<file path="config.mk">
export PLATFORM = sky130hd
export DESIGN_NAME = matrix_mult_master
export DESIGN_NICKNAME = d
export VERILOG_FILES = /design/src/rtl/matrix_mult_master_pkg.sv /design/src/rtl/mm_mac.sv /design/src/rtl/matrix_mult_master.sv
export SDC_FILE = /design/constraint.sdc
export NUM_CORES = 1
export LEC_CHECK = 0
export CAP_MARGIN = 20
export CORE_ASPECT_RATIO = 0.9
export CORE_MARGIN = 2
export CORE_UTILIZATION = 55
export CTS_BUF_LIST = sky130_fd_sc_hd__clkbuf_8
export DETAILED_ROUTE_END_ITERATION = 7
export DONT_BUFFER_PORTS = 1
export GPL_TIMING_DRIVEN = 0
export PLACE_DENSITY = 0.7
export REMOVE_ABC_BUFFERS = 1
export SLEW_MARGIN = 5
export SYNTH_ARGS = -nofsm -noshare
export SYNTH_HDL_FRONTEND = slang
export SYNTH_SLANG_ARGS = --single-unit
</file>
<file path="constraint.sdc">
create_clock -name clk -period 9.2 [get_ports clk]
set_clock_uncertainty 0.05 [all_clocks]
set_input_delay 0.46 -clock clk [delete_from_list [all_inputs] [get_ports clk]]
set_output_delay 0.46 -clock clk [all_outputs]
set_load 0.05 [all_outputs]
</file>
<file path="src/rtl/matrix_mult_master_pkg.sv">
// Shared types and constants for the matrix multiply memory master.
// Latency: n/a (declarations only).
// Backpressure: n/a.
package matrix_mult_master_pkg;

    localparam int ADDR_W = 17;
    localparam int DATA_W = 32;
    localparam int MAX_N  = 8;
    localparam int IDX_W  = $clog2(MAX_N);

    localparam logic [ADDR_W-1:0] A_BASE_DEF = 17'd0;
    localparam logic [ADDR_W-1:0] B_BASE_DEF = 17'd64;
    localparam logic [ADDR_W-1:0] C_BASE_DEF = 17'd128;

    typedef enum logic [2:0] {
        IDLE = 3'd0,
        RD_A = 3'd1,
        RD_B = 3'd2,
        WR_C = 3'd3,
        DONE = 3'd4
    } state_e;

    // Row-major word address of element [row][col] in a dim x dim matrix at base.
    function automatic logic [ADDR_W-1:0] mm_addr(
        input logic [ADDR_W-1:0] base,
        input logic [IDX_W-1:0]  row,
        input logic [IDX_W-1:0]  col,
        input logic [ADDR_W-1:0] dim
    );
        return base + ADDR_W'(row) * dim + ADDR_W'(col);
    endfunction

endpackage

</file>
<file path="src/rtl/mm_mac.sv">
// Multiply-accumulate datapath: holds the A operand and the running dot product.
// Latency: a_reg and acc update on the clock edge after ld_a_i / en_i.
// Backpressure: none; clr_i takes priority over en_i.
module mm_mac
    import matrix_mult_master_pkg::*;
(
    input  logic              clk,
    input  logic              rst_n,
    input  logic              clr_i,
    input  logic              ld_a_i,
    input  logic              en_i,
    input  logic [DATA_W-1:0] rdata_i,
    output logic [DATA_W-1:0] acc_o
);

    logic [DATA_W-1:0] a_q;
    logic [DATA_W-1:0] a_d;
    logic [DATA_W-1:0] acc_q;
    logic [DATA_W-1:0] acc_d;
    logic [DATA_W-1:0] prod;

    // Next operand and accumulator; product keeps only the low word (mod 2^32).
    always_comb begin
        prod  = a_q * rdata_i;
        a_d   = a_q;
        acc_d = acc_q;
        if (ld_a_i) begin
            a_d = rdata_i;
        end
        if (clr_i) begin
            acc_d = '0;
        end else if (en_i) begin
            acc_d = acc_q + prod;
        end
    end

    // Operand and accumulator registers.
    always_ff @(posedge clk or negedge rst_n) begin
        if (!rst_n) begin
            a_q   <= '0;
            acc_q <= '0;
        end else begin
            a_q   <= a_d;
            acc_q <= acc_d;
        end
    end

    assign acc_o = acc_q;

endmodule

</file>
<file path="src/rtl/matrix_mult_master.sv">
// Reads A and B row-major from memory, computes C = A x B, writes C back.
// Latency: 2N+1 cycles per element; done in cycle t0+1+N*N*(2N+1) after start at t0.
// Backpressure: none; memory answers combinationally, start ignored unless IDLE.
module matrix_mult_master
    import matrix_mult_master_pkg::*;
#(
    parameter int unsigned       N      = 3,
    parameter logic [ADDR_W-1:0] A_BASE = A_BASE_DEF,
    parameter logic [ADDR_W-1:0] B_BASE = B_BASE_DEF,
    parameter logic [ADDR_W-1:0] C_BASE = C_BASE_DEF
) (
    input  logic              clk,
    input  logic              rst_n,
    input  logic              start,
    output logic              busy,
    output logic              done,
    output logic              memread,
    output logic              memwrite,
    output logic [ADDR_W-1:0] address,
    output logic [DATA_W-1:0] mem_wdata,
    input  logic [DATA_W-1:0] mem_rdata
);

    localparam logic [IDX_W-1:0]  LAST = IDX_W'(N - 1);
    localparam logic [ADDR_W-1:0] DIM  = ADDR_W'(N);

    state_e           state_q;
    state_e           state_d;
    logic [IDX_W-1:0] i_q;
    logic [IDX_W-1:0] i_d;
    logic [IDX_W-1:0] j_q;
    logic [IDX_W-1:0] j_d;
    logic [IDX_W-1:0] k_q;
    logic [IDX_W-1:0] k_d;

    logic              mac_clr;
    logic              mac_ld_a;
    logic              mac_en;
    logic [DATA_W-1:0] acc;

    mm_mac u_mac (
        .clk     (clk),
        .rst_n   (rst_n),
        .clr_i   (mac_clr),
        .ld_a_i  (mac_ld_a),
        .en_i    (mac_en),
        .rdata_i (mem_rdata),
        .acc_o   (acc)
    );

    // State and loop index registers; reset drops every output at once since
    // outputs decode purely from these registers.
    always_ff @(posedge clk or negedge rst_n) begin
        if (!rst_n) begin
            state_q <= IDLE;
            i_q     <= '0;
            j_q     <= '0;
            k_q     <= '0;
        end else begin
            state_q <= state_d;
            i_q     <= i_d;
            j_q     <= j_d;
            k_q     <= k_d;
        end
    end

    // Next state, index stepping, MAC control and state-decoded bus outputs.
    always_comb begin
        state_d   = state_q;
        i_d       = i_q;
        j_d       = j_q;
        k_d       = k_q;
        mac_clr   = 1'b0;
        mac_ld_a  = 1'b0;
        mac_en    = 1'b0;
        busy      = 1'b0;
        done      = 1'b0;
        memread   = 1'b0;
        memwrite  = 1'b0;
        address   = '0;
        mem_wdata = '0;
        unique case (state_q)
            IDLE: begin
                if (start) begin
                    state_d = RD_A;
                    i_d     = '0;
                    j_d     = '0;
                    k_d     = '0;
                    mac_clr = 1'b1;
                end
            end
            RD_A: begin
                busy     = 1'b1;
                memread  = 1'b1;
                address  = mm_addr(A_BASE, i_q, k_q, DIM);
                mac_ld_a = 1'b1;
                state_d  = RD_B;
            end
            RD_B: begin
                busy    = 1'b1;
                memread = 1'b1;
                address = mm_addr(B_BASE, k_q, j_q, DIM);
                mac_en  = 1'b1;
                if (k_q == LAST) begin
                    state_d = WR_C;
                end else begin
                    k_d     = k_q + IDX_W'(1);
                    state_d = RD_A;
                end
            end
            WR_C: begin
                busy      = 1'b1;
                memwrite  = 1'b1;
                address   = mm_addr(C_BASE, i_q, j_q, DIM);
                mem_wdata = acc;
                k_d       = '0;
                mac_clr   = 1'b1;
                if (j_q != LAST) begin
                    j_d     = j_q + IDX_W'(1);
                    state_d = RD_A;
                end else if (i_q != LAST) begin
                    j_d     = '0;
                    i_d     = i_q + IDX_W'(1);
                    state_d = RD_A;
                end else begin
                    state_d = DONE;
                end
            end
            DONE: begin
                busy    = 1'b1;
                done    = 1'b1;
                state_d = IDLE;
            end
            default: begin
                state_d = IDLE;
            end
        endcase
    end

endmodule

</file>
==> results of run 1 <==
path summary, 6_finish.rpt:
kind                                     start               to  slack, ns  depth (start not counted)
max in group asynchronous                rst_n     u_mac.a_q[1]       8.16                          2
worst min-delay path             mem_rdata[22]    u_mac.a_q[22]       0.19                          1
worst max-delay path             u_mac.a_q[12]  u_mac.acc_o[31]       1.37                         22
worst max register to register   u_mac.a_q[12]  u_mac.acc_o[31]       1.37                         22
min in group asynchronous                rst_n    u_mac.a_q[25]       0.61                          2
worst min register to register  u_mac.acc_o[5]   u_mac.acc_o[5]       0.44                          2
cell families after synthesis:
kind of cell               share of synthesized area
AOI/OAI and AO/OA                             0.0441
xor gates and xnor gates                      0.0397
adders and majority gates                      0.516
buffers and inverters                          0.116
DFF                                           0.0922
muxes                                         0.0189
other                                       0.000182
and+or+nand+nor                                0.173
cell type report:
| type | instances | share of cell area |
|---|---|---|
| timing repair buffer | 11 | 0.0117 |
| inverter | 505 | 0.0892 |
| multi-input combinational | 1547 | 0.771 |
| clock buffer | 10 | 0.00648 |
| sequential | 76 | 0.0898 |
| tap | 483 | 0.0284 |
| clock inverter | 6 | 0.00377 |
state kept, by name, indices dropped and copies added (netlist names):
register,flops
i_q,3
k_q,3
u_mac.acc_o,32
j_q,3
state_q,3
u_mac.a_q,32
stage by stage:
step | utilization | setup slack [ns]
2_1_floorplan | - | 2.39
3_3_place_gp | 0.559 | 1.35
3_5_place_dp | 0.562 | 1.29
4_1_cts | 0.569 | 1.26
5_1_grt | 0.572 | 1.10
6_report | 0.572 | 1.37
routing by layer:
layer	wire, µm	global-route usage
met1	23000	0.408
met2	25000	0.476
met3	4240	0.0512
met4	1840	0.0908
met5	0	0
layout by cell type (no fill, tap or decap), types with 7 or more instances in the layout:
cell type,instances
sky130_fd_sc_hd__nor2b_1,7
sky130_fd_sc_hd__mux2_2,32
sky130_fd_sc_hd__dfrtp_1,70
sky130_fd_sc_hd__and2_1,319
sky130_fd_sc_hd__xnor2_1,62
sky130_fd_sc_hd__fa_1,444
sky130_fd_sc_hd__buf_16,7
sky130_fd_sc_hd__xor2_1,29
sky130_fd_sc_hd__ha_1,140
sky130_fd_sc_hd__or3_1,10
sky130_fd_sc_hd__clkbuf_8,10
sky130_fd_sc_hd__nand3_1,12
sky130_fd_sc_hd__nand2_1,252
sky130_fd_sc_hd__nor2_1,44
sky130_fd_sc_hd__inv_1,506
sky130_fd_sc_hd__conb_1,9
sky130_fd_sc_hd__o21ai_0,41
sky130_fd_sc_hd__a21oi_1,31
sky130_fd_sc_hd__a21o_1,19
sky130_fd_sc_hd__and3_1,17
critical path, delay by kind of cell, from the launching register on:
family | cells | cell delay [ns]
AOI/OAI and AO/OA | 6 | 1.32
adders and majority gates | 9 | 4.27
xor gates and xnor gates | 1 | 0.08
and+or+nand+nor | 2 | 0.64
DFF | 1 | 1.07
buffers and inverters | 4 | 0.24
==> summary by stage, run 1 <==
Outcome
The flow ran to the end, and the final reports show no timing, DRC or antenna violations.

Die
The die outline height is 188 µm. The core region is 37100 µm². The width of the die is 208 µm. The total die area is 39100 µm². In this run the core area contains 67 standard-cell rows. 88 I/O pins were placed.

The initial core utilization is 0.555.

STA
The minimum period implied by the final worst setup slack is 7.83 ns. The headroom to the max-slew limit is 0.261. The total count of hold-check failures in the final report is 0. Setup repair after global routing left no endpoint under its margin. The share of the cycle needed by the critical path after routing is 0.851.

The final count of pins violating max slew came to 0. Based on the critical path, the design can be clocked at up to 128 MHz. The final-layout setup total negative slack is 0 ns. The tightest hold path in the finished design has a slack of 0.194 ns.

Setup violations remaining at the end of the flow were counted as 0. For the pin with the worst max-slew slack, the measured transition is 1.10 ns.

CTS
After clock tree synthesis, the setup repair step added 0 buffers. TritonCTS built the clock tree. The insertion delay of the later-clocked pin in the worst-skew pair is 0.37 ns.

The CTS sink count is 76. The buffer levels on the longest clock path is 2. CTS placed an instance of sky130_fd_sc_hd__clkbuf_8 at the clock tree root.

In this run the number of H-tree levels came out at 3. Gates resized during post-CTS repair numbered 0. The clock transition at the registers of the reported paths is 0.09 ns. After clock tree synthesis, the flow added hold-fix buffers numbering 2.

The total CTS buffers is 9.

Setup path
For this design, the slowest cell found on the critical path is sky130_fd_sc_hd__dfrtp_1. STA puts the critical path data arrival time at 8.03 ns. The delay of the slowest critical-path stage is 1.07 ns. The cell that appears most often on the critical path is sky130_fd_sc_hd__fa_1. The critical path endpoint category is a register.

The critical path startpoint category is a register. The signal on the critical path passes through and2_1 > fa_1 > inv_1 > fa_1 > fa_1 > fa_1 > fa_1 > inv_1 > fa_1 > fa_1 > inv_1 > fa_1 > inv_1 > ha_1 > a21o_1 > a21o_1 > a221o_1 > a21oi_1 > nor4b_2 > o31a_1 > xnor2_1 > a22o_1. The setup path with the least slack is of type reg -> reg.

The required time reported for the critical path endpoint is 9.40 ns. The worst-path maximum fanout is 21.

Placement
The post-placement cell count is 2614. After legalization and detailed placement, the total HPWL measured 39900 µm. Summing all placed instances gives a cell area of 20900 µm². The placer congestion estimate is 0.918. The number of I/O port buffers is 0.

Routing
For this run, design rule violations remaining after detail routing come to 0. The pre-antenna-repair detailed-routing pass consisted of 7 iterations. The number of violations reported at the end of detailed-routing iteration 0 is 1134. The remaining antenna violation count after routing is 0.

The total vias in the final route is 14633. The detailed-route vias per instance is 5.55. The detailed-route wire length per cell is 20.5 µm. The wire length reported by the detailed router is 54100 µm.

GRT
The overall global routing resource usage is 0.294. The total global routing overflow is 0. The number of global-route vias before repair was 16284. Entering global routing, the biggest net connects 77 pins.

The first global-routing pass estimated 88900 µm of wire. The number of antenna violations at the first check in global routing is 1.

Finish
In the final layout, the multi-input gates occupy 16400 µm². The count of cells in the finished layout, fillers not included, comes to 2638. The area added between synthesis and finish is 3.06%. The layout has 3213 filler cells. The final layout net count is 2769.

The final non-filler cell area is 21300 µm². Registers take 1910 µm². The number of antenna repair diodes is 0. In the final layout, the share of cells above drive strength 1 is 0.0348.

Synth
In the post-synthesis netlist, the biggest area contributors are sky130_fd_sc_hd__fa_1 (43%), sky130_fd_sc_hd__and2_1 (9.7%), sky130_fd_sc_hd__dfrtp_1 (9.2%), sky130_fd_sc_hd__inv_1 (9.2%), sky130_fd_sc_hd__ha_1 (8.5%). Synthesis handed over a netlist of 2239 instances. The post-synthesis sequential area ratio is 0.0922.

The count of warnings emitted by yosys is 0. The per-instance average area after synthesis is 9.21 µm². Counting flops with a built-in enable in the synthesized netlist gives 0. The post-synthesis sequential element count is 76. Yosys mapped the design onto 57 distinct sky130hd cell types.

The most frequently used cell type in the post-synthesis netlist is sky130_fd_sc_hd__inv_1. The mapped netlist covers 20600 µm². The area share of the largest cell type after synthesis is 0.431. In the synthesized netlist, the cells that appear most often are sky130_fd_sc_hd__inv_1 (504), sky130_fd_sc_hd__fa_1 (444), sky130_fd_sc_hd__and2_1 (319). After synthesis, the share of flip-flops with an asynchronous set or reset is 1.00. The cell type contributing the most total cell area after synthesis is sky130_fd_sc_hd__fa_1.

The main flop type after synthesis is sky130_fd_sc_hd__dfrtp_1.

Run
Max-cap violations in this run came to 0.

Worst hold path
The worst hold-check path type is in -> reg.
Power of run 1 is not shown: default switching activity piles up to over one toggle a cycle in this logic, so the estimate is an artifact.
==> run 2, diff against run 1 <==
--- a/config.mk
+++ b/config.mk
@@ -8,12 +8,11 @@
 export CAP_MARGIN = 20
 export CORE_ASPECT_RATIO = 0.9
 export CORE_MARGIN = 2
-export CORE_UTILIZATION = 55
+export CORE_UTILIZATION = 50
 export CTS_BUF_LIST = sky130_fd_sc_hd__clkbuf_8
 export DETAILED_ROUTE_END_ITERATION = 7
 export DONT_BUFFER_PORTS = 1
 export GPL_TIMING_DRIVEN = 0
-export PLACE_DENSITY = 0.7
 export REMOVE_ABC_BUFFERS = 1
 export SLEW_MARGIN = 5
 export SYNTH_ARGS = -nofsm -noshare
==> run 2 against run 1 <==
Net effect:
- via count fell by 1.7%
- non-clock buffer count did not move
- count of clock-buffer cells in the layout did not move
==> summary by stage, run 2 (synthesized netlist as in run 1, its figures left out) <==
Finish
Relative to the synthesized area, the layout overhead comes to 3.14%. Leaving out fill and tap cells, the most frequent cells in the layout are sky130_fd_sc_hd__inv_1 (505), sky130_fd_sc_hd__fa_1 (444), sky130_fd_sc_hd__and2_1 (319). For this run, the post-layout net count is 2769. Leaving out fill and tap cells, the most frequent cell in the layout is sky130_fd_sc_hd__inv_1.

Of the cells placed in the final design, the portion with a size suffix greater than 1 is 0.0353.

Outcome
The flow ran to the end, and the final reports show no timing, DRC or antenna violations.

Routing
In the routed layout, each cell is associated on average with a via count of 5.33. The wire length reported by the detailed router is 55000 µm. The detailed-route wire length per cell is 20.4 µm. The total vias in the final route is 14380.

The number of violations reported at the end of detailed-routing iteration 0 is 829. For this run, design rule violations remaining after detail routing come to 0. The detail route stage leaves a number of antenna-violating nets equal to 0. The first TritonRoute pass finished after 5 iterations.

STA
The smallest clock period supported by the final layout is computed as 7.77 ns. Of the available clock period, the critical path in the final layout requires 0.845. In the final timing run, aggregate negative setup slack is 0 ns. The transition time of the tightest slew-check pin is 1.14 ns. Setup repair after global routing left no endpoint under its margin.

The final count of pins violating max slew is 0. The worst pin sits at a relative slew slack of 0.242. The total count of hold-check failures in the final report is 0. Timing would allow up to 129 MHz.

Setup violations remaining at the end of the flow were counted as 0.

Die
88 I/O pins were placed. Measured along the x axis, the die boundary spans 218 µm. The core footprint is 40600 µm².

The total die area is 42900 µm². The initialized floorplan defines 70 standard-cell rows. The die outline height is 197 µm. The initial core utilization is 0.507.

Run
The count of max-cap constraint violations is 0.

Placement
The wire-length estimate of the detail-placed layout is 41100 µm. The number of I/O port buffers is 0. The placer congestion estimate is 0.861.

CTS
For this design, the CTS-stage hold fixing added 2 buffers. Clock tree synthesis inserted a total of 9 buffers. The clock transition at the registers of the reported paths is 0.08 ns. The clock root buffer is sky130_fd_sc_hd__clkbuf_8. In this run the number of H-tree levels came out at 3. Buffers added to address setup during post-CTS repair amount to 0. TritonCTS built the clock tree. The buffer levels on the longest clock path is 2. Gates resized during post-CTS repair numbered 0. The CTS sink count is 76. The insertion delay of the later-clocked pin in the worst-skew pair is 0.36 ns.

GRT
Entering global routing, the biggest net connects 77 pins. Across every metal layer, demand over resource in global routing totals 0.277. The number of antenna violations at the first check in global routing was 2. The total global routing overflow is 0. The global-route wire length before repair is 90400 µm.

The number of global-route vias before repair was 15997.

Setup path
The worst-path maximum fanout is 21. Data arrives at the worst endpoint at 7.98 ns. The number of cells on the worst reg-to-reg path is 22. The startpoint-to-endpoint class of the critical path is reg -> reg.

For the worst setup path, the data required time is 9.40 ns. The critical path endpoint category is a register. STA classifies the critical path startpoint as a register.

Worst hold path
The cell count of the worst hold path is 1. The min-delay analysis places its worst path in the category in -> reg.
[run 2: cell count changes in the layout (fill, tap and decap cells not counted), sizes merged]
cell    previous run  this run
clkinv             2         5
bufinv             2         0
inv              506       505
diode              0         1
[run 2: per-stage QoR]
step | hold WS (ns) | instances | cell area (µm²) | utilization | setup slack (ns)
3_5_place_dp | 0.117 | 2673 | 21000 | 0.516 | 1.35
5_1_grt | 0.180 | 2696 | 21300 | 0.523 | 1.18
4_1_cts | 0.181 | 2691 | 21200 | 0.521 | 1.32
2_1_floorplan | 0.114 | 2128 | 20200 | - | 2.39
3_3_place_gp | 0.117 | 2668 | 20800 | 0.513 | 1.28
6_report | 0.201 | 2696 | 21300 | 0.523 | 1.43
[run 2: path summary, 6_finish.rpt]
kind / from / slack [ns] / endpoint
worst min-delay path: mem_rdata[22] / 0.20 / u_mac.a_q[22]
worst max register to register: u_mac.a_q[12] / 1.43 / u_mac.acc_o[31]
max in group asynchronous: rst_n / 8.16 / u_mac.a_q[6]
min in group asynchronous: rst_n / 0.57 / u_mac.a_q[26]
worst min register to register: u_mac.acc_o[27] / 0.44 / u_mac.acc_o[27]
worst max-delay path: u_mac.a_q[12] / 1.43 / u_mac.acc_o[31]
[run 2: cell type report]
class | instances | area [µm²]
Timing Repair Buffer | 11 | 240
Tap cell | 540 | 676
Multi-Input combinational cell | 1547 | 16400
Sequential cell | 76 | 1910
Clock inverter | 6 | 31.3
Inverter | 505 | 1900
Clock buffer | 10 | 138
Antenna cell | 1 | 2.50
Fill cell | 3850 | 19400
[run 2: metal layers]
layer  global-route usage  up-vias  wire length (µm)
li1                     -     6365                 -
met1                0.396     7506             24500
met2                0.449      440             25900
met3               0.0404       69              3380
met4               0.0630        0              1200
met5                    0        -                 0
[run 2: worst max-delay path: stages (launching register included)]
cell	delay, ns
sky130_fd_sc_hd__dfrtp_1	1.10
sky130_fd_sc_hd__and2_1	0.27
sky130_fd_sc_hd__fa_1	0.42
sky130_fd_sc_hd__inv_1	0.08
sky130_fd_sc_hd__fa_1	0.45
sky130_fd_sc_hd__fa_1	0.58
sky130_fd_sc_hd__fa_1	0.45
sky130_fd_sc_hd__fa_1	0.55
sky130_fd_sc_hd__inv_1	0.05
sky130_fd_sc_hd__fa_1	0.45
sky130_fd_sc_hd__fa_1	0.51
sky130_fd_sc_hd__inv_1	0.06
sky130_fd_sc_hd__fa_1	0.49
sky130_fd_sc_hd__inv_1	0.05
sky130_fd_sc_hd__ha_1	0.39
sky130_fd_sc_hd__a21o_1	0.25
sky130_fd_sc_hd__a21o_1	0.19
sky130_fd_sc_hd__a221o_1	0.29
sky130_fd_sc_hd__a21oi_1	0.14
sky130_fd_sc_hd__nor4b_2	0.34
sky130_fd_sc_hd__o31a_1	0.24
sky130_fd_sc_hd__xnor2_1	0.08
sky130_fd_sc_hd__a22o_1	0.17
Power of run 2 is left out for the same reason.
